**config.mk**
```make
export PLATFORM = sky130hd
export DESIGN_NAME = fetch_unit
export DESIGN_NICKNAME = d
export VERILOG_FILES = /design/src/rtl/growl_pkg.sv /design/src/rtl/twoword_detect.sv /design/src/rtl/fetch_unit.sv
export SDC_FILE = /design/constraint.sdc
export NUM_CORES = 1
export LEC_CHECK = 0
export BUFFER_PORTS_ARGS = -buffer_cell sky130_fd_sc_hd__buf_2
export CAP_MARGIN = 20
export CORE_MARGIN = 2
export CORE_UTILIZATION = 25
export DETAILED_ROUTE_END_ITERATION = 16
export HOLD_SLACK_MARGIN = 0.03
export SLEW_MARGIN = 20
export SYNTH_ARGS = -nofsm -noshare
export SYNTH_HDL_FRONTEND = slang
export SYNTH_SLANG_ARGS = --single-unit
```
**constraint.sdc**
```tcl
create_clock -name clk -period 2.2 [get_ports clk]
set_clock_uncertainty 0.2 [all_clocks]
set_input_delay 0.11 -clock clk [delete_from_list [all_inputs] [get_ports clk]]
set_output_delay 0.11 -clock clk [all_outputs]
set_load 0.01 [all_outputs]
```
**src/rtl/growl_pkg.sv**
```systemverilog
// Shared definitions for the growl core front end: fetch FSM states and
// the opcode patterns that mark two-word instructions.
package growl_pkg;

    typedef enum logic [2:0] {
        W1_REQ,
        W1_WAIT,
        W2_REQ,
        W2_WAIT,
        HOLD
    } fetch_state_t;

    // LDS/STS and JMP/CALL carry a second 16-bit word
    localparam logic [15:0] TW_LDS_MASK = 16'hFC0F;
    localparam logic [15:0] TW_LDS_VAL  = 16'h9000;
    localparam logic [15:0] TW_JMP_MASK = 16'hFE0C;
    localparam logic [15:0] TW_JMP_VAL  = 16'h940C;

endpackage

```
**src/rtl/twoword_detect.sv**
```systemverilog
// Flags an opcode word whose instruction occupies two program words.
// Purely combinational so decode can reuse it directly.
module twoword_detect
    import growl_pkg::*;
(
    input  logic [15:0] word,
    output logic        two_word
);

    assign two_word = ((word & TW_LDS_MASK) == TW_LDS_VAL) ||
                      ((word & TW_JMP_MASK) == TW_JMP_VAL);

endmodule

```
**src/rtl/fetch_unit.sv**
```systemverilog
// Instruction fetch: owns the PC, fetches one or two words per instruction
// with one request outstanding, and holds the result until downstream takes it.
module fetch_unit
    import growl_pkg::*;
#(
    parameter logic [15:0] RESET_PC = 16'h0000
) (
    input  logic        clk,
    input  logic        rst_n,
    output logic        imem_req,
    output logic [15:0] imem_addr,
    input  logic        imem_valid,
    input  logic [15:0] imem_rdata,
    input  logic        redirect,
    input  logic [15:0] redirect_pc,
    output logic [15:0] inst_out,
    output logic [15:0] inst2_out,
    output logic [15:0] pc_out,
    output logic        two_word,
    output logic        valid_out,
    input  logic        ready_in
);

    fetch_state_t state, state_next;
    logic [15:0]  pc, pc_next, w1_q;
    logic         drop, drop_next;
    logic         is_two, in_req;
    logic         ld_w1, ld_one, ld_two, clr_valid;

    twoword_detect u_tw (
        .word     (imem_rdata),
        .two_word (is_two)
    );

    // A redirect cancels the request that would otherwise issue this cycle,
    // so an outstanding request can only exist in the WAIT states.
    assign imem_req = in_req & ~redirect & rst_n;

    always_ff @(posedge clk or negedge rst_n) begin
        if (!rst_n) begin
            state <= W1_REQ;
            pc    <= RESET_PC;
            drop  <= 1'b0;
        end else begin
            state <= state_next;
            pc    <= pc_next;
            drop  <= drop_next;
        end
    end

    always_comb begin
        state_next = state;
        pc_next    = pc;
        drop_next  = drop;
        ld_w1      = 1'b0;
        ld_one     = 1'b0;
        ld_two     = 1'b0;
        clr_valid  = 1'b0;
        in_req     = 1'b0;
        imem_addr  = pc;
        case (state)
            W1_REQ: begin
                in_req     = 1'b1;
                state_next = W1_WAIT;
            end
            W1_WAIT: begin
                if (imem_valid) begin
                    if (drop) begin
                        drop_next  = 1'b0;
                        state_next = W1_REQ;
                    end else if (is_two) begin
                        ld_w1      = 1'b1;
                        state_next = W2_REQ;
                    end else begin
                        ld_one     = 1'b1;
                        pc_next    = pc + 16'd1;
                        state_next = HOLD;
                    end
                end
            end
            W2_REQ: begin
                in_req     = 1'b1;
                imem_addr  = pc + 16'd1;
                state_next = W2_WAIT;
            end
            W2_WAIT: begin
                if (imem_valid) begin
                    ld_two     = 1'b1;
                    pc_next    = pc + 16'd2;
                    state_next = HOLD;
                end
            end
            HOLD: begin
                if (ready_in) begin
                    clr_valid  = 1'b1;
                    state_next = W1_REQ;
                end
            end
            default: state_next = W1_REQ;
        endcase

        // Redirect wins; an in-flight response must be swallowed before refetching.
        if (redirect) begin
            pc_next   = redirect_pc;
            ld_w1     = 1'b0;
            ld_one    = 1'b0;
            ld_two    = 1'b0;
            clr_valid = 1'b1;
            if ((state == W1_WAIT || state == W2_WAIT) && !imem_valid) begin
                drop_next  = 1'b1;
                state_next = W1_WAIT;
            end else begin
                drop_next  = 1'b0;
                state_next = W1_REQ;
            end
        end
    end

    always_ff @(posedge clk or negedge rst_n) begin
        if (!rst_n) begin
            valid_out <= 1'b0;
            inst_out  <= '0;
            inst2_out <= '0;
            pc_out    <= '0;
            two_word  <= 1'b0;
            w1_q      <= '0;
        end else begin
            if (ld_w1)
                w1_q <= imem_rdata;
            if (ld_one) begin
                inst_out  <= imem_rdata;
                inst2_out <= '0;
                two_word  <= 1'b0;
                pc_out    <= pc;
                valid_out <= 1'b1;
            end else if (ld_two) begin
                inst_out  <= w1_q;
                inst2_out <= imem_rdata;
                two_word  <= 1'b1;
                pc_out    <= pc;
                valid_out <= 1'b1;
            end else if (clr_valid) begin
                valid_out <= 1'b0;
            end
        end
    end

endmodule

```
After elaboration in Yosys (flattened, before gate mapping) --
Cells that the tools add are included.
Word-level totals: output and inout port bits 67, register bits 86
Operators by class: multiplexer cells 47, reduce and logical (&&, ||, !) cells 14, eq/ne operators 11, bitwise operators 3, add/subtract/negate cells 2
Operators with widths (count):
- $mux 16 | 12
- $pmux 16 s2 | 1
- $mux 1 | 27
- $mux 3 | 6
- $add 16x1->16 const B | 1
- $add 16x2->16 const B | 1
- $ne 3x3->1 const B | 5
- $pmux 3 s5 | 1
- $eq 10x10->1 const B | 1
- $eq 9x9->1 const B | 1
- $eq 3x2->1 const B | 2
- $reduce_bool 2->1 | 3
- $reduce_bool 3->1 | 2
- $reduce_and 5->1 | 1
- $eq 3x1->1 const B | 1
- $eq 3x3->1 const B | 1
- $logic_not 3->1 | 1
- $reduce_and 3->1 | 1
- $and 1x1->1 | 2
- $logic_or 1x1->1 | 2
- $reduce_and 2->1 | 1
- $reduce_or 2->1 | 1
- $logic_and 1x1->1 | 1
- $logic_not 1->1 | 1
- $not 1->1 | 1

Longest topological paths before layout --
Gate-level depths: netlist (run 1).
depth in word-level cells 8, gate-level depth with buffers 9, depth with buffers taken out 6

Cells and area by module --
Synthesis (run 1) repeated with hierarchy kept, for this count alone.
Second synthesis, totals: cell total of the unflattened synthesis 354, area total of the unflattened synthesis 4155.2 um^2
By module, submodules not included:
- fetch_unit | area an instance 4119.0 um^2, instances 1, cells each 349
- twoword_detect | area an instance 36.3 um^2, instances 1, cells each 5

Worst setup path after synthesis (run 1) --
Ideal clock, no wire load.
kind register to register, start point register state[2], end point register pc_out[10], data required time 1.875 ns, stages on the path, launching flop included 10, library setup time 0.125 ns, buffers on the path 4, arrival time 1.987 ns, setup slack -0.112 ns, path through dfrtp_1 buf_6 nand2b_4 or3_4 a21o_1 buf_6 a21o_1 buf_6 buf_6 mux2_4
Between the ends: longest elaborated chain between the ends 4, elaborated cells between the ends (all ways) 8, those cells by class eq/ne (2); mux (5); reduce/logical (1)
Ends and longest elaborated chain:
- start, declared | line fetch_unit.sv:24 | fetch_state_t state, state_next;
- start signal, assigned | line fetch_unit.sv:45 | state <= state_next;
- $eq 3x1->1 / $eq 3x2->1 (equally long branches) | line fetch_unit.sv:61 | case (state)
- $mux 1 | line fetch_unit.sv:61
- $mux 1 | line fetch_unit.sv:103 | if (redirect) begin
- $mux 16 / $reduce_bool 2->1 (equally long branches)
- end signal, assigned | line fetch_unit.sv:134 | pc_out <= pc;
- end signal, assigned | line fetch_unit.sv:140 | pc_out <= pc;
- end, declared | line fetch_unit.sv:18 | output logic [15:0] pc_out,
Parallel ways exist; a longest one is shown, timed or not. A chain may end at the register's enable or synchronous reset.

Final worst setup path (run 1) --
start point register state[2], end point output imem_addr[12]
Between the ends: longest elaborated chain between the ends 2
Ends and longest elaborated chain:
- $eq 3x2->1 | line fetch_unit.sv:61
- $mux 16 | line fetch_unit.sv:61
- end, declared | line fetch_unit.sv:11 | output logic [15:0] imem_addr,
Every way passes these cells.

==> impl_metrics.csv, run 1 <==
group,metric,value,unit
outcome,status,"complete, no violations",
synth,yosys-top-cells-area,"dfrtp_1, mux2_4, mux2_2, a22o_1, a2bb2oi_1",
floorplanning,area_of_the_die,0.0179,mm^2
pwr,power.clock.fraction,0.270,
clocking,htree_levels,3,
synth,yosysTopAreaCellShare,0.511,
synth,largest_area_contributor_in_the_netlist,"dfrtp_1",
route,met3RoutedLength,940,um
synth,synth_adder_area_share,0.00594,
pwr,seqPwrFrac,0.408,
timing,setup_violations,0,
synth,syn_nets,416,
route,drt_first_pass_iters,4,
placement,place.port_buffers,103,
floorplanning,chipWidth,134,um
setup_path,rr_endpoint,"pc[10]",
pwr,combinational_power_share,0.322,
pwr,p_int,3600,uW
synth,post_synth_and_or_nand_nor_area_fraction,0.141,
clocking,cts_tree,"done",
route,route.vias.total,3700,
setup_path,data_required_time_at_the_worst_endpoint,1890,ps
clocking,cts_made_buffers,9,
grt,largest_net_degree_at_the_start_of_global_routing,87,
worst_hold_path,worst_hold_path_type,"in2async",
grt,wire_length_of_the_first_global_routing_pass,19700,um
synth,synth_xor_area_frac,0.0437,
route,topRoutingLayerUsed,"met4",
synth,postSynthRegisterBits,86,
pwr,p_switching,1710,uW
synth,synthCells,377,
synth,post_synthesis_instance_area,0.00421,mm^2
clocking,cts_buffer_depth,2,
synth,async_flop_share,1.00,
flow_run,max_cap_viol_count,0,
finish,layout_cell_share_with_drive_strength_beyond_1,0.420,
grt,antenna_found_initial,1,
route,postRouteWirelength,12300,um
timing,maxClockFrequency,458,MHz
route,route.detailed.wl_per_inst,15.9,um
clocking,number_of_sinks_on_the_clock_net,86,
pwr,cellPowerDensity,867,mW/mm^2
setup_path,cp-end-kind,"output pin",
clocking,clk_latency,340,ps
synth,synth.lib_cells_used.distinct,53,
synth,ys.warnings.count,0,
route,route.detailed.drc,0,
timing,finalCriticalPeriod,2180,ps
floorplanning,die_height,134,um
synth,synth_enable_flop_cells,0,
pwr,leakage,0.00285,uW
floorplanning,number_of_placed_i_o_pins,104,
synth,synth_area_per_cell,11.2,um^2
synth,synth_area_in_compound_gates,0.176,
setup_path,reg2reg_slack,20,ps
setup_path,timing_worst_setup_path_type,"reg2out",
route,initial_drc_count,190,
synth,synth.area.mux_share,0.0799,
setup_path,critical_path.max_fanout,6,
route,wl_on_met1,5450,um
finish,layout-area-overhead-vs-synth,45.6,%
grt,grt.total_usage,0.138,
synth,ys.flop_type,"dfrtp_1",
finish,final_cells,774,
grt,first_global_vias,3763,
grt,overflow,0,
timing,rsz0062_at_grt,"yes",
timing,timing.final.max_slew_violations,0,
placement,place_inst,709,
floorplanning,initial_utilization,0.255,
pwr,power.share.switching,0.323,
route,detail_route.vias_per_cell,4.78,
setup_path,setup.worst_path.start_class,"flop",
pwr,ir_drop,0.530,mV
floorplanning,design.core.area,0.0165,mm^2
pwr,report.power.total,5320,uW
route,antenna_violating_nets_post_route,0,
finish,storage_cell_area,0.00215,mm^2
setup_path,regToRegStartpoint,"state[2]",
timing,worst-slew-pin-transition,456,ps
timing,final_period_utilization,0.993,
finish,fin_nets,587,
placement,hpwlAfterDp,8560,um
synth,synth_top_family_by_area,"compound AO/OA/AOI/OAI gates",
route,wl_met2,5850,um
finish,multiInputGateArea,0.00206,mm^2
clocking,clkTransAtPathRegs,60,ps
setup_path,timing.reg2reg.worst_path_depth,7,
floorplanning,num_rows,47,
finish,fillerInstances,1608,
timing,max_slew_headroom,0.696,
placement,globalplace.congestion,0.793,
timing,report.final.hold_viol_count,0,
setup_path,worst_path_arrival_time,1870,ps
synth,sequential_element_share_of_the_synthesized_area,0.511,
clocking,clk_root_buffer_cell,"clkbuf_16",
==> worst max-delay path, cell delays in order, from the launching register on <==
cell,delay [ps]
dfrtp_1,390
buf_6,140
nor3_4,320
buf_6,170
nand4_1,100
xnor2_1,230
buf_2,170
==> stage by stage <==
step | util | setup WS (ps) | cell area [um^2] | TNS, ps | hold WS [ps]
finish | 0.371 | 15.4 | 6130 | 0 | 216
global route | 0.371 | -95.5 | 6130 | -785 | 251
CTS | 0.357 | -0.473 | 5890 | -0.473 | 223
detailed placement | 0.315 | -23.2 | 5200 | -91.5 | -2.22
global placement | 0.315 | 17.5 | 5200 | 0 | -4.92
floorplan | - | -109 | 4220 | -1730 | -386
==> repair_timing <==
item,in CTS,in global routing
resized for setup,14,41
hold buffers,36,0
setup endpoints to repair,12,62
pin swaps,1,18
setup buffers,1,11
endpoints found under the hold margin,149,0
==> registers in the layout (all words and copies together), names as in the netlist <==
name and count:
inst2_out 16, inst_out 16, pc 16, pc_out 16, w1_q 16, state 3
drop 1, two_word 1, valid_out 1
==> per-layer routing <==
metal / track usage / vias to the layer above
li1: - / 1740
met1: 0.182 / 1816
met2: 0.227 / 135
met3: 0.0416 / 9
met4: 0.0266 / 0
met5: 0 / -
==> power by group through the flow <==
stage / combinational (uW) / sequential [uW] / clock, uW
after detailed placement: 1610 / 2180 / 0
final: 1710 / 2170 / 1440
after CTS: 1680 / 2170 / 1470
after floorplan: 778 / 2300 / 0
after global placement: 1580 / 2170 / 0
after global routing: 1860 / 2210 / 1530
==> worst max path at each step <==
stage,from,to,slack (ps),cells after the start
floorplan,state[2],pc_out[10],-110,9
global placement,imem_rdata[1],pc[12],20,7
detailed placement,imem_rdata[1],pc_out[15],-20,7
CTS,state[0],imem_addr[13],-0.5,6
global route,state[2],imem_addr[11],-100,6
finish,state[2],imem_addr[12],20,6
==> kinds of logic after synthesis <==
group / count (synthesis)
and+or+nand+nor: 106
AOI/OAI and AO/OA: 102
DFF: 86
buffers and inverters: 34
muxes: 26
xor gates and xnor gates: 21
adders and majority gates: 2
==> layout make-up <==
cell class | instances | area share
Inverter | 5 | 0.00347
Timing Repair Buffer | 189 | 0.220
Clock inverter | 6 | 0.00735
Clock buffer | 10 | 0.0373
Multi-Input combinational cell | 257 | 0.335
Sequential cell | 86 | 0.351
Tap cell | 220 | 0.0449
Antenna cell | 1 | 0.000408
==> synthesized netlist by cell type (4+ instances only) <==
cell type  number
nand4_1         5
nor2_1         23
a22o_1         16
nand2b_1        4
clkbuf_1       15
a21oi_1         5
o22ai_1        14
inv_1           5
nor2b_1         4
nand2_1        23
xor2_1         11
mux2_4         12
buf_6           5
xnor2_1        10
mux2_2         13
buf_2           8
and4_1          4
a2111oi_0       4
a2bb2oi_1      14
a31oi_1         8
nand3_1        10
a21o_1          8
or4_1           6
dfrtp_1        86
o21ai_0        16
==> placed cells by master, fill, tap and decap left out, types with 3 or more instances in the layout <==
cell and instances:
a211oi_1 3, a21o_1 7, a21oi_1 5, a22o_1 16, a22oi_1 3, a2bb2oi_1 14, a31oi_1 8, and2_1 3
and3_1 3, buf_12 6, buf_2 102, buf_4 40, buf_6 5, clkbuf_16 9, clkinvlp_4 3, dfrtp_1 84
dlygate4sd3_1 36, inv_1 4, mux2_2 13, mux2_4 12, nand2_1 21, nand2b_1 4, nand3_1 7, nand3b_1 3
nand4_1 5, nor2_1 14, nor2_2 5, nor2_4 5, nor2b_1 3, o21ai_0 16, o22ai_1 14, or3_1 3
or4_1 6, xnor2_1 10, xor2_1 10
No activity file was read; power rests on OpenSTA's default activity.
==> run 2: changes to the inputs <==
--- a/config.mk
+++ b/config.mk
@@ -11,6 +11,7 @@
 export CORE_UTILIZATION = 25
 export DETAILED_ROUTE_END_ITERATION = 16
 export HOLD_SLACK_MARGIN = 0.03
+export PLACE_DENSITY_LB_ADDON = 0.3
 export SLEW_MARGIN = 20
 export SYNTH_ARGS = -nofsm -noshare
 export SYNTH_HDL_FRONTEND = slang
==> run 2 against run 1 <==
Power increased by 4.4%. Fmax decreased by 0.66%. Cell area increased by 0.65%. Non-clock buffer count increased by 1. Flip-flop and latch count unchanged. Sequential share of layout area decreased by 0.21 points. Global-route usage increased by 0.45 points. Count of clock-buffer cells in the layout unchanged. Critical path type unchanged. Critical endpoint is now imem_addr[15].
==> impl_metrics.csv, run 2 (synthesis results as in run 1) <==
group,metric,value,unit
timing,timing.final.max_slew_violations,0,
clocking,clk_latency,350,ps
placement,place.port_buffers,103,
grt,largest_net_degree_at_the_start_of_global_routing,50,
route,route.detailed.wl_per_inst,16.4,um
clocking,cts_buffer_depth,2,
route,postRouteWirelength,12700,um
timing,rsz0062_at_grt,"yes",
timing,worst-slew-pin-transition,641,ps
floorplanning,die_height,134,um
setup_path,data_required_time_at_the_worst_endpoint,1890,ps
timing,max_slew_headroom,0.573,
setup_path,critical_path.max_fanout,3,
grt,first_global_vias,3863,
pwr,leakage,0.00285,uW
outcome,status,"complete, no violations",
clocking,htree_levels,3,
grt,antenna_found_initial,1,
placement,place_inst,711,
clocking,clk_root_buffer_cell,"clkbuf_16",
route,drt_first_pass_iters,4,
floorplanning,num_rows,47,
route,detail_route.vias_per_cell,4.78,
setup_path,cp-end-kind,"output pin",
floorplanning,initial_utilization,0.255,
finish,mostFrequentLayoutCells,"buf_2, dfrtp_1, buf_4, dlygate4sd3_1, nand2_1",
route,route.detailed.drc,0,
timing,setup-tns-final,0,ps
placement,hpwlAfterDp,8830,um
floorplanning,design.core.area,0.0165,mm^2
grt,wire_length_of_the_first_global_routing_pass,20200,um
route,antenna_violating_nets_post_route,0,
route,initial_drc_count,190,
pwr,cellPowerDensity,899,mW/mm^2
finish,layout_commonest_cell,"buf_2",
route,route.vias.total,3702,
pwr,ir_drop,0.418,mV
placement,globalplace.congestion,0.814,
finish,layout-area-overhead-vs-synth,46.5,%
clocking,clkTransAtPathRegs,70,ps
finish,utilization,0.373,
clocking,cts_tree,"done",
grt,grt.total_usage,0.143,
timing,hold_slack,226,ps
floorplanning,chipWidth,134,um
timing,setup_violations,0,
setup_path,setup.worst_path.start_class,"flop",
floorplanning,area_of_the_die,0.0179,mm^2
setup_path,timing_worst_setup_path_type,"reg2out",
floorplanning,number_of_placed_i_o_pins,104,
setup_path,worst_path_arrival_time,1890,ps
clocking,cts_made_buffers,9,
finish,final_cells,775,
grt,overflow,0,
clocking,number_of_sinks_on_the_clock_net,86,
timing,maxClockFrequency,455,MHz
flow_run,max_cap_viol_count,0,
finish,fillerInstances,1635,
worst_hold_path,worst_hold_path_type,"in2async",
timing,report.final.hold_viol_count,0,
finish,layout_cell_share_with_drive_strength_beyond_1,0.413,
timing,final_period_utilization,1.00,
finish,fin_nets,588,
timing,finalCriticalPeriod,2200,ps
[run 2: changes by cell type in the layout (fill, tap and decap cells not counted), moves of 2 or more]
cell	delta
bufinv_16	+2
nor2_2	+2
dlygate4sd3_1	+2
buf_12	-3
[run 2: layout make-up]
cell class	count	area (um^2)	share of cell area
repair buffers	190	1340	0.217
diodes	1	2.50	0.000406
flip-flops and latches	86	2160	0.349
clock inverters	6	92.6	0.0150
clock buffers	10	229	0.0371
well taps	220	275	0.0446
multi-input cells	257	2060	0.333
inverters	5	18.8	0.00304
[run 2: through the flow]
stage | total power (uW) | cell area [um^2] | setup slack, ps
floorplan | 3080 | 4220 | -109
global placement | 3740 | 5180 | 55.5
detailed placement | 3760 | 5180 | 16.0
CTS | 5550 | 5970 | 5.42
global route | 5850 | 6170 | -90.7
finish | 5550 | 6170 | 0.947
[run 2: critical path, stage by stage, from the launching register on]
cell	delay [ps]
dfrtp_1	360
ha_2	200
and4_4	270
nand2_1	70
or2_4	250
nor2_4	80
xor2_1	150
buf_2	150
[run 2: worst paths after layout]
kind | startpoint | endpoint | slack (ps) | depth (start not counted)
worst max-delay path | pc[1] | imem_addr[15] | 0.9 | 7
worst min-delay path | rst_n | pc[13] | 230 | 3
worst max register to register | state[2] | pc_out[3] | 40 | 6
worst min register to register | w1_q[12] | w1_q[12] | 280 | 1
max in group asynchronous | rst_n | pc[0] | 1050 | 3
min in group clk | w1_q[12] | w1_q[12] | 280 | 1
[run 2: what timing repair did]
| action | in CTS | in global routing |
|---|---|---|
| pin swaps | 4 | 6 |
| gates resized for setup | 15 | 34 |
| hold endpoints to repair | 147 | 0 |
| gates cloned | 0 | 1 |
| hold buffers | 38 | 0 |
| setup buffers | 4 | 4 |
| endpoints found under the setup margin | 11 | 24 |
[run 2: routing by layer]
| layer | vias to the layer above | GRT usage | wire, um |
|---|---|---|---|
| met5 | - | 0 | 0 |
| met4 | 0 | 0.0372 | 154 |
| met3 | 17 | 0.0454 | 882 |
| met2 | 125 | 0.223 | 5830 |
| met1 | 1814 | 0.192 | 5810 |
| li1 | 1746 | - | - |
[run 2: power breakdown]
part           switching (uW)  internal [uW]  total (uW)  leakage, uW
sequential                229           1940        2170      0.00107
combinational             823            874        1700      0.00163
clock                     680           1000        1680     0.000150
==> run 3: changes to the inputs <==
--- a/config.mk
+++ b/config.mk
@@ -12,7 +12,9 @@
 export DETAILED_ROUTE_END_ITERATION = 16
 export HOLD_SLACK_MARGIN = 0.03
 export PLACE_DENSITY_LB_ADDON = 0.3
+export SETUP_SLACK_MARGIN = 0.5
 export SLEW_MARGIN = 20
 export SYNTH_ARGS = -nofsm -noshare
 export SYNTH_HDL_FRONTEND = slang
+export SYNTH_HIERARCHICAL = 1
 export SYNTH_SLANG_ARGS = --single-unit
==> constraint.sdc (replaced) <==
create_clock -name clk -period 2.2 [get_ports clk]
set_clock_uncertainty 0.2 [all_clocks]
set_input_delay 0.11 -clock clk [delete_from_list [all_inputs] [get_ports clk]]
set_output_delay 0.11 -clock clk [all_outputs]
set_load 0.02 [all_outputs]
==> run 3 against run 2 <==
Cell count up 4.1%. Worst hold slack got worse by 54 ps. Highest routed layer unchanged. Largest cell class is now multi-input gates. Via count rose by 2.5%. Sequential power is essentially flat. Critical endpoint is now imem_addr[13]. Clock power fell by 5%. Non-clock buffer count is 51 higher.
==> impl_metrics.csv, run 3 <==
group,metric,value,unit
outcome,status,"complete, no violations",
grt,antenna_found_initial,0,
grt,first_global_vias,4001,
finish,mostFrequentLayoutCells,"buf_2, dfrtp_1, buf_4, buf_6",
route,drt_first_pass_iters,7,
timing,final_period_utilization,0.985,
finish,layout-area-overhead-vs-synth,76.2,%
grt,largest_net_degree_at_the_start_of_global_routing,87,
floorplanning,die_height,133,um
finish,layout_cell_share_with_drive_strength_beyond_1,0.569,
finish,antennaDiodeCount,0,
setup_path,critical_path.max_stage_delay,400,ps
pwr,seqPwrFrac,0.359,
synth,post_synthesis_instance_area,0.00416,mm^2
finish,fin_nets,621,
timing,setup-tns-final,0,ps
timing,maxClockFrequency,461,MHz
route,initial_drc_count,224,
synth,async_flop_share,1.00,
clocking,clkTransAtPathRegs,70,ps
setup_path,timing.critical_path.slowest_stage_cell,"dfrtp_2",
setup_path,critical_path.max_fanout,5,
pwr,p_int,4000,uW
clocking,cts_tree,"done",
synth,yosys-top-cells-area,"dfrtp_1, mux2_2, a222oi_1, a22o_1, xnor2_1",
synth,synth_enable_flop_cells,0,
setup_path,crit_chain,"ha_4 > and3_4 > nand4_1 > buf_6 > nor3_4 > xor2_2 > buf_6",
clocking,cts_buffer_depth,2,
pwr,ir_drop,0.517,mV
timing,report.final.hold_viol_count,0,
timing,timing.final.max_slew_violations,0,
placement,post_dp_cell_area,0.00543,mm^2
clocking,number_of_sinks_on_the_clock_net,86,
floorplanning,design.core.area,0.0164,mm^2
synth,synthCells,354,
synth,synth_top_cells_by_count,"dfrtp_1, mux2_2, inv_1, nand2_1",
setup_path,timing.critical_path.max_delay_family,"simple AND/OR/NAND/NOR gates",
route,route.vias.total,3794,
finish,layout_commonest_cell,"buf_2",
synth,syn_nets,393,
setup_path,data_required_time_at_the_worst_endpoint,1890,ps
floorplanning,num_rows,47,
timing,finalCriticalPeriod,2170,ps
route,route.detailed.wl_per_inst,17.2,um
clocking,clk_root_buffer_cell,"clkbuf_16",
synth,largest_area_contributor_in_the_netlist,"dfrtp_1",
setup_path,cp-end-kind,"output pin",
route,postRouteWirelength,13900,um
synth,ys.flop_type,"dfrtp_1",
timing,setup_violations,0,
synth,sequential_element_share_of_the_synthesized_area,0.518,
placement,globalplace.congestion,0.778,
pwr,leakage,0.00354,uW
finish,postLayoutCellArea,0.00732,mm^2
placement,place.port_buffers,103,
grt,grt.total_usage,0.162,
synth,synth.lib_cells_used.distinct,55,
clocking,htree_levels,3,
pwr,power.clock.fraction,0.260,
floorplanning,area_of_the_die,0.0177,mm^2
setup_path,timing_worst_setup_path_type,"reg2out",
pwr,combinational_power_share,0.381,
pwr,power.share.switching,0.347,
flow_run,max_cap_viol_count,0,
route,route.detailed.drc,0,
clocking,cts_made_buffers,9,
synth,synth.most_common_cell,"dfrtp_1",
route,antenna_violating_nets_post_route,0,
timing,worst-slew-pin-transition,496,ps
placement,hpwlAfterDp,8090,um
timing,max_slew_headroom,0.670,
route,detail_route.vias_per_cell,4.70,
pwr,cellPowerDensity,836,mW/mm^2
setup_path,crit_path_frequent_cell,"buf_6",
grt,wire_length_of_the_first_global_routing_pass,22100,um
synth,postSynthRegisterBits,86,
synth,synth_area_per_cell,11.7,um^2
floorplanning,initial_utilization,0.253,
floorplanning,number_of_placed_i_o_pins,104,
setup_path,timing.critical_path.buf_inv,2,
clocking,clk_latency,340,ps
synth,ys.warnings.count,6,
worst_hold_path,worst_hold_path_type,"in2reg",
setup_path,worst_path_arrival_time,1860,ps
setup_path,setup.worst_path.start_class,"flop",
floorplanning,chipWidth,133,um
grt,overflow,0,
timing,rsz0062_at_grt,"yes",
synth,yosysTopAreaCellShare,0.518,
pwr,p_switching,2120,uW
## run 3: cell types whose count changed after synthesis, moves of 8 or more
cell / before / now
mux2_4: 12 / 0
inv_1: 5 / 20
mux2_2: 13 / 35
a2bb2oi_1: 14 / 0
a222oi_1: 0 / 16
a31oi_1: 8 / 0
o22ai_1: 14 / 0
o21ai_0: 16 / 7
a21o_1: 8 / 0
## run 3: power by group through the flow
stage	logic [uW]	registers (uW)	clock network (uW)
6_report	2330	2200	1590
5_1_grt	2490	2250	1710
4_1_cts	2240	2190	1630
3_5_place_dp	1800	2220	0
3_3_place_gp	1780	2210	0
2_1_floorplan	789	2550	0
## run 3: worst register-to-register path: cells and delay by family (launching register included)
family	cells	cell delay (ps)
buffers and inverters	7	840
flip-flops	1	440
AO/OA/AOI/OAI	1	390
AND/OR/NAND/NOR	2	180
## run 3: logic make-up (layout without fill, tap and decap cells)
kind of cell,after synthesis,count (layout),share of synthesized area
AOI/OAI and AO/OA,69,69,0.148
xor gates and xnor gates,21,21,0.0443
adders and majority gates,2,2,0.00602
buffers and inverters,44,277,0.0464
DFF,86,86,0.518
muxes,38,38,0.102
and+or+nand+nor,94,94,0.136
## run 3: worst paths after layout
check / from / end / slack [ps] / cells after the start
setup / recovery: pc[1] / imem_addr[13] / 30 / 7
hold / removal: redirect / pc[1] / 170 / 4
setup reg to reg: state[0] / inst_out[6] / 40 / 10
hold reg to reg: w1_q[4] / inst_out[4] / 300 / 2
max in group asynchronous: rst_n / state[2] / 1230 / 3
min in group asynchronous: rst_n / w1_q[14] / 210 / 3
## run 3: stage by stage
stage,setup slack [ps],power [uW],util,hold slack [ps],instances
after floorplan,139,3340,-,-386,354
final,31.9,6120,0.446,172,807
after detailed placement,-176,4020,0.331,34.6,695
after CTS,22.3,6060,0.431,145,799
after global routing,-92.0,6450,0.446,188,807
after global placement,-132,3990,0.331,25.9,695
## run 3: repair_timing
action | CTS | global route
endpoints found under the setup margin | 100 | 102
endpoints found under the hold margin | 155 | 0
resized for setup | 117 | 43
gates cloned | 10 | 0
hold buffers | 35 | 0
pin swaps | 48 | 15
setup buffers | 43 | 8
## run 3: cell type report
| class | count | area [um^2] |
|---|---|---|
| sequential | 86 | 2170 |
| tap | 220 | 275 |
| clock inverter | 6 | 75.1 |
| inverter | 20 | 75.1 |
| timing repair buffer | 241 | 2130 |
| clock buffer | 10 | 229 |
| multi-input combinational | 224 | 2360 |
| fill | 1488 | 9090 |
## run 3: metal layers
| metal | wire length, um | part of all wire | vias to the layer above | GRT usage |
|---|---|---|---|---|
| met5 | 0 | 0 | - | 0 |
| met4 | 107 | 0.0077 | 0 | 0.0305 |
| met3 | 886 | 0.064 | 9 | 0.0490 |
| met2 | 6790 | 0.49 | 134 | 0.269 |
| met1 | 6130 | 0.44 | 1891 | 0.211 |
| li1 | - | - | 1760 | - |
